## src/rtl/osc_sim_nco.sv

```systemverilog
// Phase accumulator and output flop of the oscillator. While run is high the
// phase advances by inc every reference edge; while low everything returns to 0.
module osc_sim_nco #(
   parameter int ACC_W = 32
) (
   input  logic             clk,
   input  logic             rst,
   input  logic [ACC_W-1:0] inc,
   input  logic             run,
   output logic             cko,
   output logic             next_msb
);

   logic [ACC_W-1:0] acc_q, acc_d, acc_sum;
   logic             cko_q, cko_d;

   always_comb begin
      acc_sum  = acc_q + inc;
      next_msb = acc_sum[ACC_W-1];
      acc_d    = '0;
      cko_d    = 1'b0;
      if (run) begin
         acc_d = acc_sum;
         cko_d = acc_sum[ACC_W-1];
      end
   end

   always_ff @(posedge clk or posedge rst) begin
      if (rst) begin
         acc_q <= '0;
         cko_q <= 1'b0;
      end else begin
         acc_q <= acc_d;
         cko_q <= cko_d;
      end
   end

   assign cko = cko_q;

endmodule

```

## src/rtl/osc_sim.sv

```systemverilog
// Numerically controlled oscillator: synthesises CKO from the reference clock,
// with a signed run-time trim and a glitch-free enable that finishes any high phase.
module osc_sim #(
   parameter int FREQ_MHZ = 80,
   parameter int REF_MHZ  = 800,
   parameter int CFG_W    = 8,
   parameter int ACC_W    = 32
) (
   input  logic             clk,
   input  logic             rst,
   input  logic             EN,
   input  logic [CFG_W-1:0] CFG,
   output logic             CKO
);

   localparam int TRIM_SHIFT = 10;
   localparam int PROD_W     = ACC_W + CFG_W + 1;
   localparam logic [ACC_W-1:0] INC_NOM =
      ACC_W'(((64'(FREQ_MHZ) << ACC_W) + 64'(REF_MHZ / 2)) / 64'(REF_MHZ));

   typedef enum logic [1:0] {IDLE, RUN, DRAIN} state_t;

   state_t                   state_q, state_d;
   logic [ACC_W-1:0]         inc_q, inc_d;
   logic signed [PROD_W-1:0] nom_ext, cfg_ext, trim_prod, trim_delta;
   logic                     advance, cko, next_msb;

   // One CFG LSB scales the step by 1/1024 of nominal; the shift floors toward -inf.
   always_comb begin
      nom_ext    = $signed({{(CFG_W + 1){1'b0}}, INC_NOM});
      cfg_ext    = $signed({{(ACC_W + 1){CFG[CFG_W-1]}}, CFG});
      trim_prod  = nom_ext * cfg_ext;
      trim_delta = trim_prod >>> TRIM_SHIFT;
      inc_d      = INC_NOM + trim_delta[ACC_W-1:0];
   end

   // With EN low a high phase is allowed to run out so no runt pulse appears.
   always_comb begin
      advance = EN || ((state_q != IDLE) && cko && next_msb);
      state_d = IDLE;
      if (advance) begin
         state_d = EN ? RUN : DRAIN;
      end
   end

   always_ff @(posedge clk or posedge rst) begin
      if (rst) begin
         state_q <= IDLE;
         inc_q   <= INC_NOM;
      end else begin
         state_q <= state_d;
         inc_q   <= inc_d;
      end
   end

   osc_sim_nco #(
      .ACC_W(ACC_W)
   ) u_nco (
      .clk     (clk),
      .rst     (rst),
      .inc     (inc_q),
      .run     (advance),
      .cko     (cko),
      .next_msb(next_msb)
   );

   assign CKO = cko;

endmodule

```

## config.mk

```make
export PLATFORM = sky130hd
export DESIGN_NAME = osc_sim
export DESIGN_NICKNAME = d
export VERILOG_FILES = /design/src/rtl/osc_sim_nco.sv /design/src/rtl/osc_sim.sv
export SDC_FILE = /design/constraint.sdc
export NUM_CORES = 1
export LEC_CHECK = 0
export ABC_CLOCK_PERIOD_IN_PS = 8000
export CORE_MARGIN = 4
export CORE_UTILIZATION = 32
export CTS_BUF_LIST = sky130_fd_sc_hd__clkbuf_4 sky130_fd_sc_hd__clkbuf_8
export CTS_CLUSTER_DIAMETER = 60
export CTS_CLUSTER_SIZE = 10
export DETAILED_ROUTE_END_ITERATION = 16
export GPL_TIMING_DRIVEN = 0
export MAX_ROUTING_LAYER = met4
export PLACE_DENSITY = 0.51
export SYNTH_ARGS = -nofsm -noshare
export SYNTH_HDL_FRONTEND = slang
export SYNTH_SLANG_ARGS = --single-unit
```

## constraint.sdc

```tcl
create_clock -name clk -period 8 [get_ports clk]
set_input_delay 1.6 -clock clk [delete_from_list [all_inputs] [get_ports clk]]
set_output_delay 1.6 -clock clk [all_outputs]
set_load 0.05 [all_outputs]
```

# Word level (Yosys, flattened, before mapping)

Index checks and enable logic that the tools add are counted.

Add/sub/neg operators: 2
Multipliers: 1
Multiplexer cells: 4
Reduce and logical (&&, ||, !) cells: 4

Operators with widths:

| kind                                              | number |
|---|---|
| multiplier 29 x 8 -> 37 bit, first input constant | 1 |
| adder 32 bit                                      | 1 |
| two-way mux 32 bit                                | 1 |
| adder 30 x 28 -> 31 bit, first input constant     | 1 |
| two-way mux 2 bit                                 | 2 |
| logical AND 1 bit                                 | 2 |
| nonzero test 2 bit                                | 1 |
| logical OR 1 bit                                  | 1 |
| two-way mux 1 bit                                 | 1 |

Register bits: 66
Output and inout bits: 1
Word-level logic and storage cells: 15

# Longest topological paths before layout

Gate-level depths: netlist of run 1.

Depth in word-level cells: 5
Gate-level depth with buffers: 21

# Hierarchy

Synthesis of run 1 repeated with hierarchy kept, for this count alone.

Cell total of the unflattened synthesis: 666
Area total of the unflattened synthesis: 6180.9 um2

By module, submodules not included:

| module      | times used | cells an instance | area an instance (um2) | sequential area each (um2) |
|---|---|---|---|---|
| osc_sim     | 1          | 327               | 3309.4                 | 819.5 |
| osc_sim_nco | 1          | 339               | 2871.5                 | 800.8 |

# Least setup slack after synthesis of run 1

Ideal clock, no wire load.

Path type: input to register
Start: input CFG[5]
End: register inc_q[27]
Arrival time: 6580 ps
Data required time: 7925 ps
Path slack: 1346 ps
Stages on the path: 18
Path buffers: 1
Cells stage by stage: fa_1 > inv_1 > fa_1 > fa_1 > fa_1 > inv_1 > ha_1 > buf_2 > nand2_1 > o21ai_1 > mux2_2 > a211oi_1 > nor3_1 > o311ai_4 > a211oi_2 > o31a_1 > nor3_2 > xor2_1

Cells in the longest elaborated chain, start to end: 2

Ends and longest elaborated chain:

| item                        | RTL line      | text |
|---|---|---|
| from (decl)                 | osc_sim.sv:12 | `input logic [CFG_W-1:0] CFG,` |
| multiplier 29 x 8 -> 37 bit | osc_sim.sv:32 | `trim_prod = nom_ext * cfg_ext;` |
| adder 30 x 28 -> 31 bit     | osc_sim.sv:34 | `inc_d = INC_NOM + trim_delta[ACC_W-1:0];` |
| named net inc_d[27]         | osc_sim.sv:24 | `logic [ACC_W-1:0] inc_q, inc_d;` |
| to (signal assigned)        | osc_sim.sv:52 | `inc_q <= inc_d;` |
| to (decl)                   | osc_sim.sv:24 |  |

The timed path passes the listed nets, and every way through them passes these cells.

# Worst setup path after layout of run 1

Start: input CFG[7]
End: register inc_q[22]

Same word-level chain as after synthesis.

==> results of run 1 <==
[state kept, by name, indices dropped and copies added (netlist names)]
signal	cells
inc_q	30
state_q	2
u_nco.acc_q	32
[critical path, delay by kind of cell]
family          cells  cell delay [ps]
buf+inv             4              930
xor+xnor            2              340
fa+ha+maj           5             2450
compound gates      5             1910
simple gates        2              150
mux                 1              390
[Yosys cell counts, drive strengths merged (7+ instances only)]
| master | n |
|---|---|
| o21ai | 23 |
| fa | 19 |
| dfrtp | 49 |
| a21o | 29 |
| dfstp | 15 |
| inv | 40 |
| nor3 | 15 |
| clkbuf | 7 |
| nand3 | 10 |
| xnor2 | 32 |
| a21oi | 46 |
| nand4 | 8 |
| o21a | 7 |
| nand2 | 27 |
| xor2 | 20 |
| nor2 | 59 |
| ha | 83 |
[path summary, 6_finish.rpt]
check / start / endpoint / slack [ps]
max in group asynchronous: rst / inc_q[1] / 5660
max reg2reg: u_nco.acc_q[1] / u_nco.acc_q[20] / 3790
max: CFG[7] / inc_q[22] / 430
min in group asynchronous: rst / u_nco.acc_q[29] / 1660
min: u_nco.acc_q[31] / u_nco.acc_q[31] / 580
min reg2reg: u_nco.acc_q[31] / u_nco.acc_q[31] / 580
[metrics by stage]
| stage | worst slack [ps] | util [%] | cell area, um2 |
|---|---|---|---|
| 6_report | 435 | 36.6 | 6140 |
| 5_1_grt | 109 | 36.6 | 6140 |
| 4_1_cts | 371 | 36.6 | 6130 |
| 3_5_place_dp | 27.4 | 35.3 | 5920 |
| 3_3_place_gp | 113 | 35.2 | 5900 |
| 2_1_floorplan | 1350 | - | 5520 |
[logic make-up after synthesis]
family | count (synthesis) | synth area share (%)
AO/OA/AOI/OAI | 153 | 19.0
AND/OR/NAND/NOR | 154 | 13.5
flip-flops | 64 | 29.4
adder cells (fa/ha/maj) | 102 | 25.7
buffers and inverters | 50 | 3.47
multiplexers | 4 | 0.748
XOR/XNOR | 52 | 8.25
[cell type report]
type	count	area [um2]	share of cell area, %
buffer	10	41.3	0.673
clock buffer	12	165	2.69
clock inverter	3	40.0	0.652
inverter	40	150	2.45
multi-input combinational	465	3710	60.5
sequential	64	1620	26.4
tap	220	275	4.49
timing repair buffer	12	130	2.12
[per-layer routing]
metal  track usage [%]  share of wire (%)  up-vias  routed length, um
li1                  -                  -     2127                  -
met1              17.0                 51     1917               5920
met2              20.1                 46       48               5320
met3              1.89                1.8        8                213
met4              4.17                1.0        0                121
met5                 -                  0        -                  0
==> impl_metrics.env, run 1 <==
export IMPL_slowest_delay_ps=660
export IMPL_cpMostUsedCell="fa_1"
export IMPL_synth_nets=692
export IMPL_required_ps=8210
export IMPL_ctsResizeCount=0
export IMPL_grt_usage_pct=12.8
export IMPL_synth_edf_count=0
export IMPL_cpMaxStageDelayCell="fa_1"
export IMPL_clkSlewWorstSetupHoldPaths_ps=70
export IMPL_timing_slew_headroom_pct=30.3
export IMPL_ys_ff_latch=64
export IMPL_hold_ws_ps=581
export IMPL_min_path_cells=2
export IMPL_cts_max_path_buffers=2
export IMPL_die_x_um=139
export IMPL_ant_nets=0
export IMPL_setup_viol=0
export IMPL_cts_hold_buf=0
export IMPL_viasPerCell=4.96
export IMPL_numCtsBuffers=9
export IMPL_ys_seq_area_share_pct=29.4
export IMPL_cts_sinks=64
export IMPL_ctsHtreeMaxLevel=3
export IMPL_core_area_mm2=0.0168
export IMPL_cts_root_buffer="clkbuf_8"
export IMPL_grt_overflow_total=0
export IMPL_syn_to_final_growth_pct=11.2
export IMPL_worstPathArrival_ps=7780
export IMPL_drv_cap=0
export IMPL_status="finished, final reports clean"
export IMPL_final_cells=826
export IMPL_postCtsSetupRepairBufs=0
export IMPL_fmax_ghz=0.132
export IMPL_io_pins=12
export IMPL_synth_area_top_cells="dfrtp_1 (22%), ha_1 (19%), dfstp_2 (7.1%), fa_1 (6.9%), xnor2_1 (5.1%)"
export IMPL_setup_tns_ps=0
export IMPL_diodes=0
export IMPL_finalWirelength_um=11600
export IMPL_synthesis_area_mm2=0.00552
export IMPL_rows=47
export IMPL_skew_ps=5.25
export IMPL_netlist_instances=579
export IMPL_endpoint_kind="flip-flop"
export IMPL_die_h_um=139
export IMPL_vias=4100
export IMPL_layout_commonest_cell="ha_1"
export IMPL_synthArstFlopShare_pct=100
export IMPL_syn_avg_cell_area_um2=9.53
export IMPL_cts_tree="done"
export IMPL_grt_pass1_vias=4299
export IMPL_drt_pass1_iter_count=5
export IMPL_hp_class="reg2reg"
export IMPL_tightest_slew_ps=1030
export IMPL_path_cells="clkdlybuf4s50_1 > fa_1 > inv_1 > fa_1 > fa_1 > fa_1 > inv_1 > ha_1 > buf_2 > nand2_1 > o21ai_1 > mux2_2 > a211oi_1 > a211oi_1 > o311ai_2 > o31ai_1 > xor2_1 > nand2_1 > xor2_1"
export IMPL_synth_cell_types=56
export IMPL_port_buffer_count=11
export IMPL_mostFrequentLayoutCells="ha_1 (83), nor2_1 (59), dfrtp_1 (49)"
export IMPL_grt_start_max_net_pins=38
export IMPL_synth_ff_type="dfrtp_1"
export IMPL_initial_core_util_pct=32.9
export IMPL_antenna_found_initial=0
export IMPL_r2r_cells=12
export IMPL_slew_viol_final=0
export IMPL_fin_crit_sh_pct=94.6
export IMPL_insertion_delay_ps=330
export IMPL_grt_setup_unrepaired="false"
export IMPL_hold_violations=0
export IMPL_die_area_mm2=0.0194
export IMPL_layout_min_cycle_time_ps=7570
export IMPL_nNetsFinal=715
export IMPL_worstSetupPathType="in2reg"
export IMPL_fillCellCount=1735
export IMPL_ys_warnings_count=0
export IMPL_grt_pass1_wl_um=20200
export IMPL_drt_wirelength_per_cell_um=14.0
export IMPL_start_kind="input pin"
export IMPL_routabilityCongestion=0.852
export IMPL_drcViolationCount=0
export IMPL_place_inst=811
export IMPL_synth_top_area_cell="dfrtp_1"
export IMPL_hpwl_um=9360
export IMPL_crit_fanout=8
export IMPL_drt_iter0_markers=237
export IMPL_netlist_area_leader_share_pct=22.2
export IMPL_drive_gt1_share_pct=7.76
Power of run 1 is not shown: default switching activity piles up to over one toggle a cycle in this logic, so the estimate is an artifact.
==> run 2: changes to the inputs <==
- ABC_CLOCK_PERIOD_IN_PS: 8000 -> not set
- CORE_MARGIN: 4 -> 5
- PLACE_DENSITY: 0.51 -> 0.59
==> run 2 against run 1 <==
Compared with the run above: global-route usage fell by 0.59 points; critical path type unchanged; clock skew is 6.9 ps higher; utilization is 0.65 points lower; design area grew 0.31%; cell count up 0.73%; via count rose by 1.5%; critical endpoint is now inc_q[27]; wire length fell by 3.5%; setup slack better by 130 ps; register-to-register slack improved by 80 ps; largest cell class unchanged.
==> impl_metrics.env, run 2 (synthesis results as in run 1) <==
export IMPL_die_h_um=141
export IMPL_layout_commonest_cell="ha_1"
export IMPL_rows=48
export IMPL_antenna_found_initial=0
export IMPL_finalWirelength_um=11200
export IMPL_drcViolationCount=0
export IMPL_ant_nets=0
export IMPL_drv_cap=0
export IMPL_skew_ps=12.1
export IMPL_die_area_mm2=0.0200
export IMPL_drt_wirelength_per_cell_um=13.4
export IMPL_cts_root_buffer="clkbuf_8"
export IMPL_grt_start_max_net_pins=43
export IMPL_clkSlewWorstSetupHoldPaths_ps=70
export IMPL_drive_gt1_share_pct=7.74
export IMPL_drt_iter0_markers=160
export IMPL_worstPathArrival_ps=7720
export IMPL_ctsHtreeMaxLevel=3
export IMPL_numCtsBuffers=9
export IMPL_grt_pass1_wl_um=19500
export IMPL_hpwl_um=8980
export IMPL_fin_crit_sh_pct=93.0
export IMPL_grt_setup_unrepaired="false"
export IMPL_vias=4163
export IMPL_endpoint_kind="flip-flop"
export IMPL_cts_sinks=64
export IMPL_required_ps=8280
export IMPL_ctsResizeCount=0
export IMPL_start_kind="input pin"
export IMPL_syn_to_final_growth_pct=11.5
export IMPL_slew_viol_final=0
export IMPL_hp_class="reg2reg"
export IMPL_diodes=0
export IMPL_path_cells="clkdlybuf4s50_1 > fa_1 > inv_1 > fa_1 > fa_1 > fa_1 > inv_1 > ha_1 > buf_2 > nand2_1 > o21ai_1 > mux2_2 > a211oi_1 > nor3_1 > o311ai_4 > a211oi_2 > o31a_1 > nor3_2 > xor2_1"
export IMPL_grt_pass1_vias=4244
export IMPL_mostFrequentLayoutCells="ha_1 (83), nor2_1 (59), dfrtp_1 (49)"
export IMPL_r2r_slack_ps=3870
export IMPL_initial_core_util_pct=32.2
export IMPL_insertion_delay_ps=360
export IMPL_timing_slew_headroom_pct=30.6
export IMPL_hold_violations=0
export IMPL_top_register="u_nco.acc_q"
export IMPL_tightest_slew_ps=1030
export IMPL_io_pins=12
export IMPL_cpMaxStageDelayCell="fa_1"
export IMPL_cts_max_path_buffers=2
export IMPL_cp_buffers_inverters=4
export IMPL_min_path_cells=2
export IMPL_worstSetupPathType="in2reg"
export IMPL_drt_pass1_iter_count=5
export IMPL_viasPerCell=5.00
export IMPL_status="finished, final reports clean"
export IMPL_crit_fanout=8
export IMPL_routabilityCongestion=0.908
export IMPL_timing_rr_end="u_nco.acc_q[20]"
export IMPL_port_buffer_count=11
export IMPL_die_x_um=141
export IMPL_hp_start="u_nco.acc_q[31]"
export IMPL_fmax_ghz=0.134
export IMPL_fillCellCount=1750
export IMPL_setup_tns_ps=0
export IMPL_path_delay_family="adder cells"
export IMPL_cts_hold_buf=0
export IMPL_core_area_mm2=0.0171
export IMPL_cpMostUsedCell="fa_1"
export IMPL_hold_path_end="u_nco.acc_q[31]"
export IMPL_multi_input_area_mm2=0.00371
export IMPL_largest_reg_flops=32
export IMPL_slowest_delay_ps=640
export IMPL_reg2reg_from="inc_q[1]"
export IMPL_grt_usage_pct=12.2
export IMPL_layout_min_cycle_time_ps=7440
export IMPL_largest_registers="u_nco.acc_q (32), inc_q (30), state_q (2)"
export IMPL_cts_tree="done"
export IMPL_setup_viol=0
export IMPL_postCtsSetupRepairBufs=0
export IMPL_grt_overflow_total=0
export IMPL_register_area_mm2=0.00162
export IMPL_r2r_cells=12
export IMPL_nNetsFinal=715
run 2: cell count changes in the layout (fill, tap and decap cells not counted), sizes merged:
cell / delta
clkinvlp: +2
clkinv: -1
bufinv: +1
clkbuf: -1
run 2: routing by layer:
metal,GRT usage [%],vias to the layer above,part of all wire (%)
li1,-,2114,-
met1,15.4,1948,47
met2,19.7,75,47
met3,2.29,26,3.4
met4,4.28,0,2.3
met5,-,-,0
run 2: worst min-delay path, stage by stage, from the launching register on:
cell and delay, ps:
dfrtp_1 380, xnor2_1 120, nor2_1 40
run 2: layout make-up:
cell class                 count  area share, %
buffer                        10          0.671
clock buffer                  11           2.36
clock inverter                 5           1.30
inverter                      40           2.44
multi-input combinational    465           60.2
sequential                    64           26.3
tap                          225           4.57
timing repair buffer          12           2.11
run 2: stage by stage:
| step | hold slack (ps) | cell area [um2] | worst slack [ps] | util (%) | std cells |
|---|---|---|---|---|---|
| floorplan | 550 | 5520 | 1350 | - | 579 |
| global placement | 558 | 5910 | 184 | 34.5 | 815 |
| detailed placement | 565 | 5930 | 154 | 34.6 | 816 |
| CTS | 581 | 6160 | 527 | 36.0 | 832 |
| global route | 603 | 6160 | 216 | 36.0 | 832 |
| finish | 574 | 6160 | 561 | 36.0 | 832 |
run 2: worst max path at each step:
stage | slack, ps | cells after the start | end | from
after floorplan | 1350 | 18 | inc_q[27] | CFG[5]
after global placement | 180 | 19 | inc_q[27] | CFG[6]
after detailed placement | 150 | 19 | inc_q[27] | CFG[6]
after CTS | 530 | 19 | inc_q[27] | CFG[6]
after global routing | 220 | 20 | inc_q[27] | CFG[7]
final | 560 | 19 | inc_q[27] | CFG[7]
Power of run 2 is left out for the same reason.
==> run 3: changes to the inputs <==
- PLACE_DENSITY: 0.59 -> 0.51
==> run 3 against run 2 <==
Compared with the run above: global-route usage up 0.25 points; utilization grew 0.059 points; die area stayed put; clock skew rose by 3.0 ps; register-to-register slack got worse by 220 ps; sequential cell count stayed put; via count decreased by 1.0%; wire length rose by 2.6%; setup slack got worse by 35 ps; critical path depth is the same; cell count unchanged; critical path type unchanged.
==> impl_metrics.env, run 3 (synthesis results as in run 1) <==
export IMPL_reg2reg_from="u_nco.acc_q[2]"
export IMPL_hpwl_um=9140
export IMPL_grt_usage_pct=12.5
export IMPL_routabilityCongestion=0.844
export IMPL_drt_wirelength_per_cell_um=13.8
export IMPL_vias=4120
export IMPL_drive_gt1_share_pct=7.74
export IMPL_grt_pass1_wl_um=19800
export IMPL_setup_viol=0
export IMPL_antenna_found_initial=0
export IMPL_ctsHtreeMaxLevel=3
export IMPL_layout_commonest_cell="ha_1"
export IMPL_drcViolationCount=0
export IMPL_finalWirelength_um=11500
export IMPL_start_kind="input pin"
export IMPL_cts_tree="done"
export IMPL_nNetsFinal=715
export IMPL_die_h_um=141
export IMPL_drt_pass1_iter_count=4
export IMPL_cpMaxStageDelayCell="fa_1"
export IMPL_slowest_delay_ps=630
export IMPL_fin_crit_sh_pct=93.4
export IMPL_cts_root_buffer="clkbuf_8"
export IMPL_cts_sinks=64
export IMPL_diodes=0
export IMPL_setup_tns_ps=0
export IMPL_hp_class="reg2reg"
export IMPL_viasPerCell=4.95
export IMPL_cp_buffers_inverters=4
export IMPL_ctsResizeCount=0
export IMPL_grt_pass1_vias=4117
export IMPL_hold_ws_ps=579
export IMPL_rows=48
export IMPL_numCtsBuffers=9
export IMPL_port_buffer_count=11
export IMPL_initial_core_util_pct=32.2
export IMPL_largest_registers="u_nco.acc_q (32), inc_q (30), state_q (2)"
export IMPL_core_area_mm2=0.0171
export IMPL_required_ps=8280
export IMPL_drt_iter0_markers=264
export IMPL_endpoint_kind="flip-flop"
export IMPL_startpoint="CFG[7]"
export IMPL_grt_setup_unrepaired="false"
export IMPL_fmax_ghz=0.134
export IMPL_hold_violations=0
export IMPL_slew_viol_final=0
export IMPL_layout_min_cycle_time_ps=7470
export IMPL_ant_nets=0
export IMPL_status="finished, final reports clean"
export IMPL_top_register="u_nco.acc_q"
export IMPL_grt_start_max_net_pins=43
export IMPL_worstSetupPathType="in2reg"
export IMPL_cts_max_path_buffers=2
export IMPL_cpMostUsedCell="fa_1"
export IMPL_hp_start="u_nco.acc_q[31]"
export IMPL_largest_reg_flops=32
export IMPL_postCtsSetupRepairBufs=0
export IMPL_grt_overflow_total=0
export IMPL_insertion_delay_ps=350
export IMPL_skew_ps=15.1
export IMPL_io_pins=12
export IMPL_timing_slew_headroom_pct=29.0
export IMPL_worstPathArrival_ps=7750
export IMPL_crit_fanout=8
export IMPL_die_x_um=141
export IMPL_drv_cap=0
export IMPL_path_delay_family="adder cells"
export IMPL_path_cells="clkdlybuf4s50_1 > fa_1 > inv_1 > fa_1 > fa_1 > fa_1 > inv_1 > ha_1 > buf_2 > nand2_1 > o21ai_1 > mux2_2 > a211oi_1 > nor3_1 > o311ai_4 > a211oi_2 > o31a_1 > nor3_2 > xor2_1"
export IMPL_mostFrequentLayoutCells="ha_1 (83), nor2_1 (59), dfrtp_1 (49)"
export IMPL_syn_to_final_growth_pct=11.7
export IMPL_die_area_mm2=0.0200
export IMPL_tightest_slew_ps=1050
export IMPL_cts_hold_buf=0
export IMPL_clkSlewWorstSetupHoldPaths_ps=70
-- run 3: final timing paths --
| path | to | slack [ps] | cells past startpoint |
|---|---|---|---|
| worst max-delay path | inc_q[27] | 530 | 19 |
| worst min-delay path | u_nco.acc_q[31] | 580 | 2 |
| worst max register to register | u_nco.acc_q[20] | 3650 | 12 |
| worst min register to register | u_nco.acc_q[31] | 580 | 2 |
| max in group asynchronous | inc_q[1] | 5700 | 3 |
| min in group asynchronous | u_nco.acc_q[20] | 1610 | 2 |
-- run 3: layout make-up --
| class | count | area, um2 |
|---|---|---|
| Buffer | 10 | 41.3 |
| Clock buffer | 12 | 159 |
| Clock inverter | 4 | 76.3 |
| Fill cell | 1738 | 11000 |
| Inverter | 40 | 150 |
| Multi-Input combinational cell | 465 | 3710 |
| Sequential cell | 64 | 1620 |
| Tap cell | 225 | 282 |
| Timing Repair Buffer | 12 | 130 |
-- run 3: tightest hold or removal path, stage by stage, from the launching register on --
cell	delay [ps]
dfrtp_1	380
xnor2_1	130
nor2_1	40
-- run 3: layer usage --
| layer | global-route usage [%] | vias up | share of wire [%] |
|---|---|---|---|
| met5 | - | - | 0 |
| met4 | 3.47 | 0 | 1.8 |
| met3 | 2.63 | 15 | 2.0 |
| met2 | 19.2 | 41 | 46 |
| met1 | 16.7 | 1944 | 50 |
| li1 | - | 2120 | - |
-- run 3: metrics by stage --
stage                     cell area [um2]  utilization (%)  setup slack, ps  instances
after floorplan                      5520                -             1350        579
after global placement               5910             34.5              145        815
after detailed placement             5930             34.6             69.5        816
after CTS                            6170             36.0              432        832
after global routing                 6170             36.0              128        832
final                                6170             36.0              526        832
Power of run 3 is left out for the same reason.
